===== config.mk =====
export PLATFORM = sky130hd
export DESIGN_NAME = led_cube_stream_framer
export DESIGN_NICKNAME = d
export VERILOG_FILES = /design/src/rtl/led_cube_pkg.sv /design/src/rtl/led_cube_skid_buf.sv /design/src/rtl/led_cube_stream_framer.sv
export SDC_FILE = /design/constraint.sdc
export NUM_CORES = 1
export LEC_CHECK = 0
export CAP_MARGIN = 15
export CORE_AREA = 3 3 93 78
export DETAILED_ROUTE_END_ITERATION = 8
export DIE_AREA = 0 0 96 81
export DONT_BUFFER_PORTS = 1
export SYNTH_ARGS = -nofsm -noshare
export SYNTH_HDL_FRONTEND = slang
export SYNTH_SLANG_ARGS = --single-unit

===== constraint.sdc =====
create_clock -name clk -period 4.65 [get_ports clk]
set_clock_uncertainty 0.2 [all_clocks]
set_input_delay 0.93 -clock clk [delete_from_list [all_inputs] [get_ports clk]]
set_output_delay 0.93 -clock clk [all_outputs]
set_load 0.02 [all_outputs]

===== src/rtl/led_cube_pkg.sv =====
`default_nettype none
// ============================================================================
// Module  : led_cube_pkg
// Purpose : Shared types and constants for the LED-cube byte-stream side.
//           Holds the system mode encoding, the stream marker bytes and the
//           framer state encoding.
// Ports   : none (package)
// Revision: 1.0 - initial release
// ============================================================================
package led_cube_pkg;

  // System mode values. Only the stream mode enables the framer.
  typedef enum logic [3:0] {
    M_OFF    = 4'h0,
    M_TEST   = 4'h1,
    M_ANIM   = 4'h2,
    M_STREAM = 4'h3
  } led_mode_e;

  localparam logic [3:0] c_MODE_STREAM = M_STREAM;

  // Stream marker bytes
  localparam logic [7:0] c_SOF_BYTE  = 8'h20;
  localparam logic [7:0] c_CONT_BYTE = 8'h30;
  localparam logic [7:0] c_END_BYTE  = 8'h00;

  // Framer states. ST_CKSUM is only entered in the checksum build.
  typedef enum logic [2:0] {
    ST_IDLE    = 3'd0,
    ST_SOF     = 3'd1,
    ST_PAYLOAD = 3'd2,
    ST_CKSUM   = 3'd3,
    ST_TRAILER = 3'd4
  } framer_state_e;

endpackage
`default_nettype wire


===== src/rtl/led_cube_skid_buf.sv =====
`default_nettype none
// ============================================================================
// Module  : led_cube_skid_buf
// Purpose : Two-entry byte FIFO that absorbs the one-cycle frame-buffer read
//           latency between the RAM read port and the byte link.
// Ports   : clk, rst_n      clock, asynchronous active-low reset
//           i_flush         drop all held bytes
//           i_push, i_data  write one byte (caller guarantees space)
//           i_pop           consume the head byte
//           o_valid, o_data head byte present / head byte
//           o_count         number of held bytes (0..2)
// Revision: 1.0 - initial release
// ============================================================================
module led_cube_skid_buf (
  input  logic       clk,
  input  logic       rst_n,
  input  logic       i_flush,
  input  logic       i_push,
  input  logic [7:0] i_data,
  input  logic       i_pop,
  output logic       o_valid,
  output logic [7:0] o_data,
  output logic [1:0] o_count
);

  logic [7:0] r_mem [0:1];
  logic       r_wr_ptr;
  logic       r_rd_ptr;
  logic [1:0] r_count;
  logic       w_push;
  logic       w_pop;

  assign w_pop  = i_pop && (r_count != 2'd0);
  // A push into a full buffer is only legal when the head leaves this cycle.
  assign w_push = i_push && ((r_count != 2'd2) || w_pop);

  always_ff @(posedge clk or negedge rst_n) begin
    if (!rst_n) begin
      r_mem[0] <= 8'h00;
      r_mem[1] <= 8'h00;
      r_wr_ptr <= 1'b0;
      r_rd_ptr <= 1'b0;
      r_count  <= 2'd0;
    end else if (i_flush) begin
      r_wr_ptr <= 1'b0;
      r_rd_ptr <= 1'b0;
      r_count  <= 2'd0;
    end else begin
      if (w_push) begin
        r_mem[r_wr_ptr] <= i_data;
        r_wr_ptr        <= ~r_wr_ptr;
      end
      if (w_pop) begin
        r_rd_ptr <= ~r_rd_ptr;
      end
      case ({w_push, w_pop})
        2'b10:   r_count <= r_count + 2'd1;
        2'b01:   r_count <= r_count - 2'd1;
        default: r_count <= r_count;
      endcase
    end
  end

  assign o_valid = (r_count != 2'd0);
  assign o_data  = r_mem[r_rd_ptr];
  assign o_count = r_count;

endmodule
`default_nettype wire


===== src/rtl/led_cube_stream_framer.sv =====
`default_nettype none
// ============================================================================
// Module  : led_cube_stream_framer
// Purpose : Transmit side of the LED-cube byte stream. While mode is the
//           stream mode, emits frames: SOF, FRAME_BYTES payload bytes read
//           from the frame buffer, [checksum], then a CONT or END trailer.
// Config  : `define LED_CUBE_FRAMER_CHECKSUM_EN inserts an XOR checksum byte
//           between the last payload byte and the trailer.
// Ports   : clk, rst_n            clock, asynchronous active-low reset
//           mode, start           system mode, frame request (level)
//           fb_rd_en, fb_addr     frame-buffer read strobe / byte address
//           fb_rd_data            read data, valid 1 cycle after fb_rd_en
//           tx_data, tx_valid     outgoing byte / valid
//           tx_ready              sink accept
//           busy                  frame in progress (SOF .. trailer accept)
//           frame_done            1-cycle pulse on trailer accept
// Revision: 1.0 - initial release
// ============================================================================
module led_cube_stream_framer
  import led_cube_pkg::*;
#(
  parameter int          FRAME_BYTES = 64,
  parameter logic [7:0]  SOF_BYTE    = c_SOF_BYTE,
  parameter logic [7:0]  CONT_BYTE   = c_CONT_BYTE,
  parameter logic [7:0]  END_BYTE    = c_END_BYTE,
  parameter logic [3:0]  MODE_STREAM = c_MODE_STREAM,
  parameter int          AW          = $clog2(FRAME_BYTES)
) (
  input  logic          clk,
  input  logic          rst_n,
  input  logic [3:0]    mode,
  input  logic          start,
  output logic          fb_rd_en,
  output logic [AW-1:0] fb_addr,
  input  logic [7:0]    fb_rd_data,
  output logic [7:0]    tx_data,
  output logic          tx_valid,
  input  logic          tx_ready,
  output logic          busy,
  output logic          frame_done
);

  localparam logic [AW:0]   c_RD_TOTAL = (AW+1)'(FRAME_BYTES);
  localparam logic [AW-1:0] c_LAST_IDX = AW'(FRAME_BYTES - 1);

  framer_state_e r_state;
  framer_state_e w_next;

  logic [AW:0]   r_rd_cnt;    // reads issued this frame
  logic [AW-1:0] r_addr;
  logic [AW-1:0] r_tx_cnt;    // payload bytes accepted this frame
  logic          r_rd_pend;   // fb_rd_data carries a wanted byte this cycle
  logic          r_cont;      // trailer decision latched on TRAILER entry
`ifdef LED_CUBE_FRAMER_CHECKSUM_EN
  logic [7:0]    r_cksum;
`endif

  logic       w_mode_ok, w_abort, w_tx_valid, w_accept, w_pop, w_bypass;
  logic       w_push, w_room, w_rd_go, w_last, w_head_valid;
  logic [7:0] w_head_data;
  logic       w_sb_valid;
  logic [7:0] w_sb_data;
  logic [1:0] w_sb_count;

  assign w_mode_ok = (mode == MODE_STREAM);
  assign w_abort   = (r_state != ST_IDLE) && !w_mode_ok;

  // Payload head: buffered byte first, otherwise the RAM byte arriving now.
  // Taking the RAM byte straight through removes the bubble after SOF.
  assign w_head_valid = w_sb_valid || r_rd_pend;
  assign w_head_data  = w_sb_valid ? w_sb_data : fb_rd_data;

  assign w_tx_valid = (r_state == ST_SOF) || (r_state == ST_CKSUM) ||
                      (r_state == ST_TRAILER) ||
                      ((r_state == ST_PAYLOAD) && w_head_valid);
  assign w_accept   = w_tx_valid && tx_ready;
  assign w_pop      = (r_state == ST_PAYLOAD) && w_accept;
  assign w_bypass   = w_pop && !w_sb_valid;
  assign w_push     = r_rd_pend && !w_bypass;

  // Issue a read only if the byte it returns next cycle will have a slot:
  // held + in-flight - leaving must stay below the buffer depth.
  assign w_room  = ({1'b0, w_sb_count} + {2'b00, r_rd_pend}) < (3'd2 + {2'b00, w_pop});
  assign w_rd_go = (r_rd_cnt != c_RD_TOTAL) && w_room && (w_sb_count != 2'd2);
  assign w_last  = (r_tx_cnt == c_LAST_IDX);

  led_cube_skid_buf u_skid (
    .clk     (clk),
    .rst_n   (rst_n),
    .i_flush (w_abort),
    .i_push  (w_push),
    .i_data  (fb_rd_data),
    .i_pop   (w_pop),
    .o_valid (w_sb_valid),
    .o_data  (w_sb_data),
    .o_count (w_sb_count)
  );

  always_ff @(posedge clk or negedge rst_n) begin
    if (!rst_n) begin
      r_state <= ST_IDLE;
    end else begin
      r_state <= w_next;
    end
  end

  always_comb begin
    w_next     = r_state;
    tx_data    = 8'h00;
    fb_rd_en   = 1'b0;
    frame_done = 1'b0;
    case (r_state)
      ST_IDLE: begin
        if (w_mode_ok && start) w_next = ST_SOF;
      end
      ST_SOF: begin
        tx_data  = SOF_BYTE;
        fb_rd_en = w_rd_go;
        if (w_accept) w_next = ST_PAYLOAD;
      end
      ST_PAYLOAD: begin
        tx_data  = w_head_data;
        fb_rd_en = w_rd_go;
        if (w_accept && w_last) begin
`ifdef LED_CUBE_FRAMER_CHECKSUM_EN
          w_next = ST_CKSUM;
`else
          w_next = ST_TRAILER;
`endif
        end
      end
`ifdef LED_CUBE_FRAMER_CHECKSUM_EN
      ST_CKSUM: begin
        tx_data = r_cksum;
        if (w_accept) w_next = ST_TRAILER;
      end
`endif
      ST_TRAILER: begin
        tx_data = r_cont ? CONT_BYTE : END_BYTE;
        if (w_accept) begin
          frame_done = 1'b1;
          w_next     = r_cont ? ST_SOF : ST_IDLE;
        end
      end
      default: w_next = ST_IDLE;
    endcase
    if (w_abort) begin
      w_next     = ST_IDLE;
      fb_rd_en   = 1'b0;
      frame_done = 1'b0;
    end
  end

  assign tx_valid = w_tx_valid;
  assign busy     = (r_state != ST_IDLE);
  assign fb_addr  = r_addr;

  always_ff @(posedge clk or negedge rst_n) begin
    if (!rst_n) begin
      r_rd_cnt  <= '0;
      r_addr    <= '0;
      r_tx_cnt  <= '0;
      r_rd_pend <= 1'b0;
      r_cont    <= 1'b0;
    end else if (w_abort) begin
      // Clearing r_rd_pend discards any read still returning from RAM.
      r_rd_cnt  <= '0;
      r_addr    <= '0;
      r_tx_cnt  <= '0;
      r_rd_pend <= 1'b0;
      r_cont    <= 1'b0;
    end else begin
      r_rd_pend <= fb_rd_en;
      if (fb_rd_en) begin
        r_addr   <= r_addr + AW'(1);
        r_rd_cnt <= r_rd_cnt + (AW+1)'(1);
      end else if ((r_state != ST_SOF) && (r_state != ST_PAYLOAD)) begin
        r_rd_cnt <= '0;
      end
      // Wraps to 0 after the last byte since FRAME_BYTES is a power of 2.
      if (w_pop) r_tx_cnt <= r_tx_cnt + AW'(1);
      if ((r_state != ST_TRAILER) && (w_next == ST_TRAILER)) begin
        r_cont <= w_mode_ok && start;
      end
    end
  end

`ifdef LED_CUBE_FRAMER_CHECKSUM_EN
  always_ff @(posedge clk or negedge rst_n) begin
    if (!rst_n) begin
      r_cksum <= 8'h00;
    end else if (r_state == ST_SOF) begin
      r_cksum <= 8'h00;
    end else if (w_pop) begin
      r_cksum <= r_cksum ^ w_head_data;
    end
  end
`endif

endmodule
`default_nettype wire


==> metrics.txt <==
initial drt markers just under 80; RR Endpoint r_rd_cnt[6]; sequential power share 45.8%; Clock Path Buffers 2; final estimated routing congestion in global placement between 0.7 and 0.8; post-CTS sizing 0; pins over their slew limit 0; worst hold path type primary input to asynchronous set/reset pin; Worst-path clk slew 0.08 ns; R2R depth 7; sequential fraction of the synthesis area roughly 44%; CTS sink cnt 44; Leak approximately 0.0011 uW; Max VDD drop approximately 0.14 mV; Worst R2R Start u_skid.o_count[0]; fin crit period roughly 3.5 ns; Core Area 6340 um2; Final Cycle Share between 70 and 80%; CP required about 3.5 ns; Synth Instances ~250; Reg2Reg Setup Slack about 1.8 ns; Startpoint Class flop; met2 Track Usage GR 20.6%; Setup CP Type flop to output port; Least-Margin Pin Slew around 0.74 ns; placed cell area ~2600 um2; DR vias/cell 5.49; clock share of power roughly 28%; Logic pwr share between 20% and 30%; TritonCTS clock tree done; Syn Nets 275; first-pass GRT wire length about 8.6 mm; crit-path max cell delay around 0.46 ns; fraction of layout cells with a size suffix above 1 slightly above 8%; mapped cell area between 2000 and 3000 um2; distinct cell type count of the synthesized netlist 43; GRT overflow 0; Pre-antenna DRT Iters 4; outcome completed; largest net degree at the start of global routing 45; Syn Area/Cell around 10 um2; EDFF count, synth 0; Worst EP arrival approximately 2.4 ns; drc violations 0; Layout area overhead 6.40%; Max Fclk approximately 280 MHz; total net switching power around 380 uW; CTS H-tree lvls 2; routed vias ~1800; # setup viols final 0; IO Count 34; # rows 26; Post-synth top flop dfrtp_1; CTS Hold Bufs 0; crit-path most repeated cell ha_1; Die X-Extent approximately 96 um; post-DR wirelength/cell approximately 15 um; Filler cells roughly 620; Max transition margin slightly above 50%; Final ANT Viol Nets 0; M3 GR Usage 3.52%; Initial Util approximately two fifths; Crit-path slowest cell dfrtp_1; final hold violations 0; setup TNS 0 ns; asr flop ratio synth 100%; CP endpoint kind output port; antenna cells 0; clk root buf clkbuf_8; Power Density between 400 and 500 nW/um2; Finished Cell Area ~2700 um2; Worst-Skew Late Latency around 0.3 ns; GR met1 Demand/Resource between 20% and 30%; RSZ-0062 raised after global routing no; Warnings, synthesis 0; PortBufs 0; Switching Share about a third; CP Cell Sequence ha_1, ha_1, nor2b_1, o21bai_1, and2_1, nand2_1, nor2_1; Global Route Usage Sum about 14%; Post-CTS Setup Bufs 0; CTS buffer count 5; critical path fanouts, max 7; GRT busiest layer met1; vias in the first global route roughly 1700; flops & latches, synth 44; final WL roughly 5 mm; fin nets between 200 and 300; initial antenna violation count 0; internal power 775 uW; max cap viols 0; post-DP HPWL roughly 3.6 mm; die span in y a little over 80 um; Die ar. a little under 8000 um2
[critical path, delay by kind of cell, from the launching register on]
| family | cells | cell delay (ns) |
|---|---|---|
| DFF | 1 | 0.46 |
| adders and majority gates | 2 | 0.52 |
| and+or+nand+nor | 4 | 0.90 |
| AOI/OAI and AO/OA | 1 | 0.23 |
[worst max-delay path by stage]
stage                            startpoint  endpoint  slack, ns  cells past startpoint
after floorplan                     mode[3]  fb_rd_en       1.49                      6
after global placement             tx_ready  fb_rd_en       1.43                      5
after detailed placement           tx_ready  fb_rd_en       1.37                      5
after CTS                 u_skid.o_count[0]  fb_rd_en       1.11                      7
after global routing      u_skid.o_count[0]  fb_rd_en       0.93                      7
final                     u_skid.o_count[0]  fb_rd_en       1.11                      7
[layer usage]
metal / vias up / routed length, um
li1: 884 / -
met1: 898 / 2590
met2: 29 / 2260
met3: 7 / 167
met4: 0 / 87
met5: - / 0
[synth_stat cells (6+ instances only)]
master    number  share of area (%)
xor2_1         6                2.1
dfrtp_1       44                 44
mux2_1         8                3.6
nand3_1       16                3.2
nand2b_1       6                1.5
nand2_1       16                2.4
mux2i_1       13                5.2
clkbuf_1       9                1.3
mux2_4         8                4.8
nor3_1         8                1.6
inv_1          7                1.0
nor2_1        24                3.6
ha_1           7                3.5
a211oi_1       7                2.1
o21ai_0        6                1.2
xnor2_1        6                2.1
a21oi_1       13                2.6
[layout make-up]
type	instances	area, um2	area share, %
Tap cell	84	105	3.92
Sequential cell	44	1100	41.0
Timing Repair Buffer	1	7.51	0.280
Multi-Input combinational cell	187	1320	49.1
Inverter	7	26.3	0.979
Clock buffer	7	96.3	3.59
Clock inverter	1	30.0	1.12
[power groups by stage]
stage	sequential, uW	clock [uW]	combinational [uW]
2_1_floorplan	518	0	260
3_3_place_gp	531	0	295
3_5_place_dp	534	0	305
4_1_cts	528	329	306
5_1_grt	541	347	342
6_report	528	322	303
[state kept, by name, indices dropped and copies added, names as in the netlist]
name,count
fb_addr,6
u_skid.r_wr_ptr,1
r_state,3
u_skid.r_rd_ptr,1
u_skid.o_count,2
u_skid.r_mem,16
r_rd_cnt,7
r_tx_cnt,6
r_rd_pend,1
r_cont,1
[cells by family after synthesis]
logic type                 synth area share, %
buffers and inverters                     4.12
and+or+nand+nor                           20.6
adders and majority gates                 3.47
xor gates and xnor gates                  4.17
DFF                                       43.7
muxes                                     13.5
AOI/OAI and AO/OA                         10.5
[per-stage QoR]
step | utilization [%] | worst slack (ns) | hold slack [ns] | instances | power [uW]
after global routing | 42.3 | 0.925 | 0.0952 | 331 | 1230
after CTS | 42.3 | 1.11 | 0.107 | 331 | 1160
final | 42.3 | 1.11 | 0.114 | 331 | 1150
after global placement | 40.3 | 1.43 | 0.274 | 323 | 826
after detailed placement | 40.3 | 1.37 | 0.281 | 323 | 839
after floorplan | - | 1.49 | 0.264 | 252 | 779
[cell usage in the layout (no fill, tap or decap), types with 2 or more instances in the layout]
| master | instances |
|---|---|
| o31ai_1 | 3 |
| nor2_1 | 24 |
| clkbuf_8 | 7 |
| o21ai_0 | 6 |
| nand3b_1 | 3 |
| o41ai_1 | 3 |
| and4_1 | 3 |
| xor2_1 | 6 |
| nand3_1 | 16 |
| o211ai_1 | 3 |
| xnor2_1 | 6 |
| a211oi_1 | 7 |
| mux2i_1 | 13 |
| mux2_1 | 8 |
| nand2b_1 | 6 |
| nand4bb_1 | 2 |
| nor3_1 | 8 |
| inv_1 | 7 |
| nor4_1 | 3 |
| mux2_4 | 8 |
| ha_1 | 7 |
| nor2b_1 | 3 |
| dfrtp_1 | 44 |
| a21oi_1 | 13 |
| or4_1 | 3 |
| or3_1 | 3 |
| nand2_1 | 16 |
Power figures use the tool's default switching activity.
